--- src/rtl/regfile_param.sv ---
// Parametrised register file: NUM_REGS x DATA_W, combinational read ports, internal PC
// on the top index, and a per-register busy scoreboard. Optional bypass: REGFILE_BYPASS_EN.
module regfile_param #(
   parameter int                DATA_W   = 32,
   parameter int                NUM_REGS = 16,
   parameter int                NUM_RD   = 3,
   parameter logic [DATA_W-1:0] PC_STEP  = DATA_W'(4),
   parameter logic [DATA_W-1:0] PC_RESET = '0,
   localparam int               AW       = $clog2(NUM_REGS)
) (
   input  logic                     CLK,
   input  logic                     RESET,
   input  logic [DATA_W-1:0]        PW,
   input  logic [AW-1:0]            RW,
   input  logic                     LE,
   input  logic [NUM_RD*AW-1:0]     RADDR,
   output logic [NUM_RD*DATA_W-1:0] RDATA,
   output logic [NUM_RD-1:0]        RBUSY,
   input  logic                     PC_LD,
   input  logic [DATA_W-1:0]        PC_IN,
   input  logic                     PC_EN,
   output logic [DATA_W-1:0]        PC,
   input  logic                     RSV_EN,
   input  logic [AW-1:0]            RSV_ADDR,
   output logic [NUM_REGS-1:0]      BUSY
);

   localparam logic [AW-1:0] PC_IDX = AW'(NUM_REGS - 1);

   logic [DATA_W-1:0]   r_regs [NUM_REGS-1];
   logic [DATA_W-1:0]   r_pc;
   logic [NUM_REGS-1:0] r_busy;
   logic [NUM_REGS-1:0] w_rsv_dec;
   logic [NUM_REGS-1:0] w_wr_dec;
   logic                w_wr_pc;

   assign w_wr_pc   = LE && (RW == PC_IDX);
   assign w_rsv_dec = RSV_EN ? (NUM_REGS'(1) << RSV_ADDR) : '0;
   assign w_wr_dec  = LE     ? (NUM_REGS'(1) << RW)       : '0;

   // NOTE: the general registers must read 0 straight out of reset, so the array is
   // reset explicitly; that keeps it in flops rather than letting it map to a RAM macro.
   always_ff @(posedge CLK or posedge RESET) begin
      if (RESET) begin
         for (int i = 0; i < NUM_REGS - 1; i++) begin
            r_regs[i] <= '0;
         end
      end else if (LE && (RW != PC_IDX)) begin
         r_regs[RW] <= PW;
      end
   end

   // NOTE: state updates are non-blocking so every block samples pre-edge values,
   // independent of the order the simulator evaluates them in.
   always_ff @(posedge CLK or posedge RESET) begin
      if (RESET) begin
         r_pc <= PC_RESET;
      end else if (PC_LD) begin
         r_pc <= PC_IN;
      end else if (w_wr_pc) begin
         r_pc <= PW;
      end else if (PC_EN) begin
         r_pc <= r_pc + PC_STEP;
      end
   end

   // Reserve is OR-ed in after the write clear, so a same-cycle reserve wins.
   always_ff @(posedge CLK or posedge RESET) begin
      if (RESET) begin
         r_busy <= '0;
      end else begin
         r_busy <= (r_busy & ~w_wr_dec) | w_rsv_dec;
      end
   end

   for (genvar k = 0; k < NUM_RD; k++) begin : g_rd
      logic [AW-1:0]     w_addr;
      logic [DATA_W-1:0] w_stored;
      logic              w_byp;

      assign w_addr   = RADDR[k*AW +: AW];
      assign w_stored = (w_addr == PC_IDX) ? r_pc : r_regs[w_addr];
`ifdef REGFILE_BYPASS_EN
      assign w_byp    = LE && (w_addr == RW);
`else
      assign w_byp    = 1'b0;
`endif
      assign RDATA[k*DATA_W +: DATA_W] = w_byp ? PW : w_stored;
      assign RBUSY[k]                  = ~w_byp & r_busy[w_addr];
   end

   assign PC   = r_pc;
   assign BUSY = r_busy;

endmodule

--- config.mk ---
export PLATFORM = sky130hd
export DESIGN_NAME = regfile_param
export DESIGN_NICKNAME = d
export VERILOG_FILES = /design/src/rtl/regfile_param.sv
export SDC_FILE = /design/constraint.sdc
export NUM_CORES = 2
export LEC_CHECK = 0
export ABC_CLOCK_PERIOD_IN_PS = 19480
export CORE_UTILIZATION = 50
export CTS_BUF_LIST = sky130_fd_sc_hd__clkbuf_8 sky130_fd_sc_hd__clkbuf_16
export CTS_CLUSTER_SIZE = 16
export DETAILED_ROUTE_END_ITERATION = 7
export PLACE_DENSITY = 0.81
export SYNTH_ARGS = -nofsm -noshare
export SYNTH_HDL_FRONTEND = slang
export SYNTH_SLANG_ARGS = --single-unit
--- constraint.sdc ---
create_clock -name CLK -period 19.48 [get_ports CLK]
set_input_delay 4.87 -clock CLK [delete_from_list [all_inputs] [get_ports CLK]]
set_output_delay 4.87 -clock CLK [all_outputs]
set_load 0.02 [all_outputs]
# Word level (Yosys, flattened, before mapping)
# Cells that the tools add are included.
# word_totals
regBits	528
inputBits	90
wordCells	70
# classes
add_sub_neg	1
order_cmp	8
eq_ne	5
shifts	2
muxes	26
bitwise	7
n_reduce_logical	4
# op_table
op	n
bitwise mux 480 bit	1
two-way mux 32 bit	13
binary-select mux 32 bit (select 4 bit)	3
demux 32 bit (select 4 bit)	1
adder 32 x 3 -> 32 bit, second input constant	1
two-way mux 16 bit	2
left shift 1 x 4 -> 16 bit, first input constant	2
greater-or-equal comparator 5 bit, second input constant	4
inverter 4 -> 5 bit	4
AND 16 bit	1
== test 4 bit, second input constant	4
inverter 16 bit	1
bitwise OR 16 bit	1
< comparator 4 x 5 -> 1 bit, second input constant	3
binary-select mux 1 bit (select 4 bit)	3
< comparator 5 x 1 -> 1 bit, second input constant	1
inequality test 4 bit, second input constant	1
logical AND 1 bit	3
two-way mux 1 bit	3
nonzero test 3 bit	1

# Logic depth before layout (Yosys ltp)
# logic_depth
depth_word	6
mapped_depth	8
mapped_depth_nobuf	6

# Least setup slack after synthesis
# OpenSTA, ideal clock, no wires.
# synth_path
path_kind	input-to-output
from	in RADDR[3]
to	out RDATA[30]
t_arrival_ns	6.366
slack_ns	8.244
cell_stages	6
path_cell_list	clkbuf_1 > nand4_1 > nand2_1 > clkbuf_1 > a211oi_1 > nor3_1
# synth_between
elab_chain_cells	5
# synth_lines
element	line	text
start: declaration	16	input logic [NUM_RD*AW-1:0] RADDR,
inverter 4 -> 5 bit (not written as such)	82	assign w_stored = (w_addr == PC_IDX) ? r_pc : r_regs[w_addr];
binary-select mux 32 bit (select 4 bit)	82	
two-way mux 32 bit (not written as such) (2 in a row)	82	
two-way mux 32 bit *	82	
end: declaration	17	output logic [NUM_RD*DATA_W-1:0] RDATA,
# Mark *: on every way between the ends. The rest lies on a longest branch, timed or not. The select of a mux whose other input is x is not followed.

# Final worst setup path
# layout_path
from	in RADDR[10]
to	out RDATA[73]
# Same word-level chain as after synthesis.

==> flow_metrics.env <==
export IMPL_status="finished, violations left"
export IMPL_violations="DRC"
export IMPL_hpwl_um=69350
export IMPL_port_buffers=236
export IMPL_crit_arrival_ns=8.86
export IMPL_synthToLayoutAreaGrowth_pct=13.95
export IMPL_crit_cells=8
export IMPL_rr_startpoint="PC[6]$_DFFE_PP0P_"
export IMPL_clock_path_buffers=3
export IMPL_worstHoldStart="r_regs[95]$_DFFE_PP0P_"
export IMPL_totalNegativeSetupSlack_ns=0
export IMPL_place_ws_ns=6.034
export IMPL_cp_slowest_cell="nand2b_1"
export IMPL_hold_path_class="reg2reg"
export IMPL_final_net_count=2902
export IMPL_ant_nets=0
export IMPL_grt_use_total_pct=33.73
export IMPL_synth_edf_count=0
export IMPL_synth_area_per_cell_um2=12.11
export IMPL_fin_skew_ns=0.02305
export IMPL_syn_inst=2749
export IMPL_io_pins=237
export IMPL_core_area_um2=65860
export IMPL_drive_gt1_share_pct=35.13
export IMPL_die_w_um=260.0
export IMPL_path_clk_slew_ns=0.06
export IMPL_crit_chain="buf_2 > buf_4 > nand2b_1 > buf_4 > o22ai_1 > o22ai_1 > nor2_1 > clkdlybuf4s50_1"
export IMPL_crit_fanout=47
export IMPL_synthArstFlopShare_pct=100.0
export IMPL_vias=27180
export IMPL_num_rows=94
export IMPL_hold_depth=1
export IMPL_wl_per_cell_um=30.85
export IMPL_relSlewSlack_pct=14.01
export IMPL_setup_viol_count_final=0
export IMPL_post_cts_buffers=0
export IMPL_ys_types=48
export IMPL_yosysWarnings=0
export IMPL_fin_cells=3720
export IMPL_drtIter0Drc=3974
export IMPL_crit_family="buffers and inverters"
export IMPL_holdBufCountCts=0
export IMPL_syn_area_um2=33280
export IMPL_final_setup_worst_slack_ns=5.750
export IMPL_grt_pass1_vias=27630
export IMPL_nFillCells=5090
export IMPL_finalHoldViolCount=0
export IMPL_leakage_uw=0.01526
export IMPL_h_tree_depth=2
export IMPL_tightest_slew_ns=1.290
export IMPL_cts_sinks=528
export IMPL_die_area_um2=67610
export IMPL_hold_slack_ns=0.5465
export IMPL_crit_required_ns=14.61
export IMPL_min_to="r_regs[95]$_DFFE_PP0P_"
export IMPL_maxCapViolations=0
export IMPL_startpoint_type="input port"
export IMPL_ctsRootBufferMaster="clkbuf_16"
export IMPL_place_inst=3618
export IMPL_cts_inserted_buffers=55
export IMPL_cp_slowest_stage_delay_ns=0.84
export IMPL_grt_overflow_total=0
export IMPL_yosysSeqAreaShare_pct=39.70
export IMPL_worst_r2r_setup_slack_ns=16.81
export IMPL_ir_drop_v=0.00007056
export IMPL_cts_resized=0
export IMPL_finalCritPeriodShare_pct=70.48
export IMPL_cts_tree="done"
export IMPL_drtPass1Iterations=8
export IMPL_grt_pass1_wl_um=171600
export IMPL_vias_per_cell=7.305
export IMPL_ys_ff_latch=528
export IMPL_finalMaxSlewViolations=0
export IMPL_power_total_uw=3886
export IMPL_r2r_worst_path_cells=5
export IMPL_drt_wl_total_um=114800
export IMPL_clk_latency_ns=0.64
export IMPL_dieHeight_um=260.0
export IMPL_grt_max_degree=166
export IMPL_rr_endpoint="PC[31]$_DFFE_PP0P_"
export IMPL_rsz0062_at_grt="no"
export IMPL_final_common_cell="mux2_2"
export IMPL_drc=2
export IMPL_fmax_mhz=72.83
export IMPL_finalCriticalPeriod_ns=13.73
export IMPL_end_kind="output port"
export IMPL_path_buf_inv=4
export IMPL_initial_core_util_pct=50.54
export IMPL_antenna_found_initial=3
export IMPL_gp_congestion=0.9100
export IMPL_power_density_nw_per_um2=102.5
export IMPL_path_class="in2out"
export IMPL_synth_ff_type="dfrtp_1"
export IMPL_synth_nets=2840
export IMPL_layout_common_cells="mux2_2 (607), dfrtp_1 (528), clkdlybuf4s50_1 (223), mux4_2 (208), nor2_1 (182)"
## per-stage QoR
step           instance area (µm²)  util, %
6_report                     37930    57.58
5_1_grt                      37930    57.58
4_1_cts                      37920    57.58
3_5_place_dp                 35990    54.64
3_3_place_gp                 35990    54.64
2_1_floorplan                33290        -
## Yosys cell counts, types with 12 or more instances
cell type / count / area share, %
xor2_1: 14 / 0.37
o221ai_1: 16 / 0.42
xnor2_1: 13 / 0.34
a211oi_1: 97 / 2.2
nand2b_1: 12 / 0.23
buf_2: 104 / 1.6
nor3_1: 12 / 0.18
o21ai_0: 33 / 0.50
a221o_1: 60 / 1.8
o22ai_1: 158 / 3.0
mux4_2: 208 / 14
nand2_1: 62 / 0.70
inv_1: 13 / 0.15
a21oi_1: 52 / 0.78
dfrtp_1: 528 / 40
o31ai_1: 40 / 0.90
clkbuf_1: 155 / 1.7
nor4_1: 32 / 0.60
nor2_1: 193 / 2.2
mux2_2: 607 / 21
mux2i_1: 130 / 3.9
buf_1: 17 / 0.19
nor2b_1: 102 / 1.9
buf_4: 12 / 0.27
nor3b_1: 16 / 0.36
## layer usage
metal,vias up,share of wire [%],wire (µm),GRT usage (%)
li1,10700,-,-,-
met1,13700,36,41580,43.50
met2,2183,45,51200,50.80
met3,586,13,15030,10.15
met4,4,6.0,6892,18.51
met5,-,0.057,65,0.4986
## worst max path at each step
stage | from | to | slack (ns)
after floorplan | RESET | BUSY[0]$_DFF_PP0_ | 7.43
after global placement | RADDR[10] | RDATA[73] | 6.05
after detailed placement | RADDR[10] | RDATA[73] | 6.03
after CTS | RADDR[10] | RDATA[73] | 6.00
after global routing | RADDR[10] | RDATA[73] | 5.76
final | RADDR[10] | RDATA[73] | 5.75
## cells by family after synthesis
family                     Yosys count  share of synthesized area, %
muxes                              945                         38.52
DFF                                528                         39.70
and+or+nand+nor                    476                         7.154
AOI/OAI and AO/OA                  468                         9.879
buffers and inverters              304                         4.003
xor gates and xnor gates            27                        0.7105
adders and majority gates            1                       0.03759
## state kept, by name (all words and copies together) (netlist names)
signal	flops
BUSY	16
PC	32
r_regs	480
## worst register-to-register path: stages, from the launching register on
cell	delay, ns
dfrtp_1	0.64
and4_1	0.36
and4_1	0.75
nor4b_2	0.46
xnor2_1	0.17
o221ai_1	0.11
## power by group
part | internal [µW] | switching, µW
combinational | 637 | 499
sequential | 1340 | 279
clock | 669 | 457
total | 2650 | 1240
## cell type report
cell class | count | area, µm² | share of cell area, %
Sequential cell | 528 | 13210 | 34.84
Multi-Input combinational cell | 1917 | 18850 | 49.70
Clock inverter | 31 | 327.8 | 0.8643
Tap cell | 864 | 1081 | 2.850
Antenna cell | 1 | 2.502 | 0.006598
Inverter | 13 | 52.55 | 0.1386
Timing Repair Buffer | 296 | 2795 | 7.370
Clock buffer | 70 | 1605 | 4.233
(Power assumes the default switching activity.)
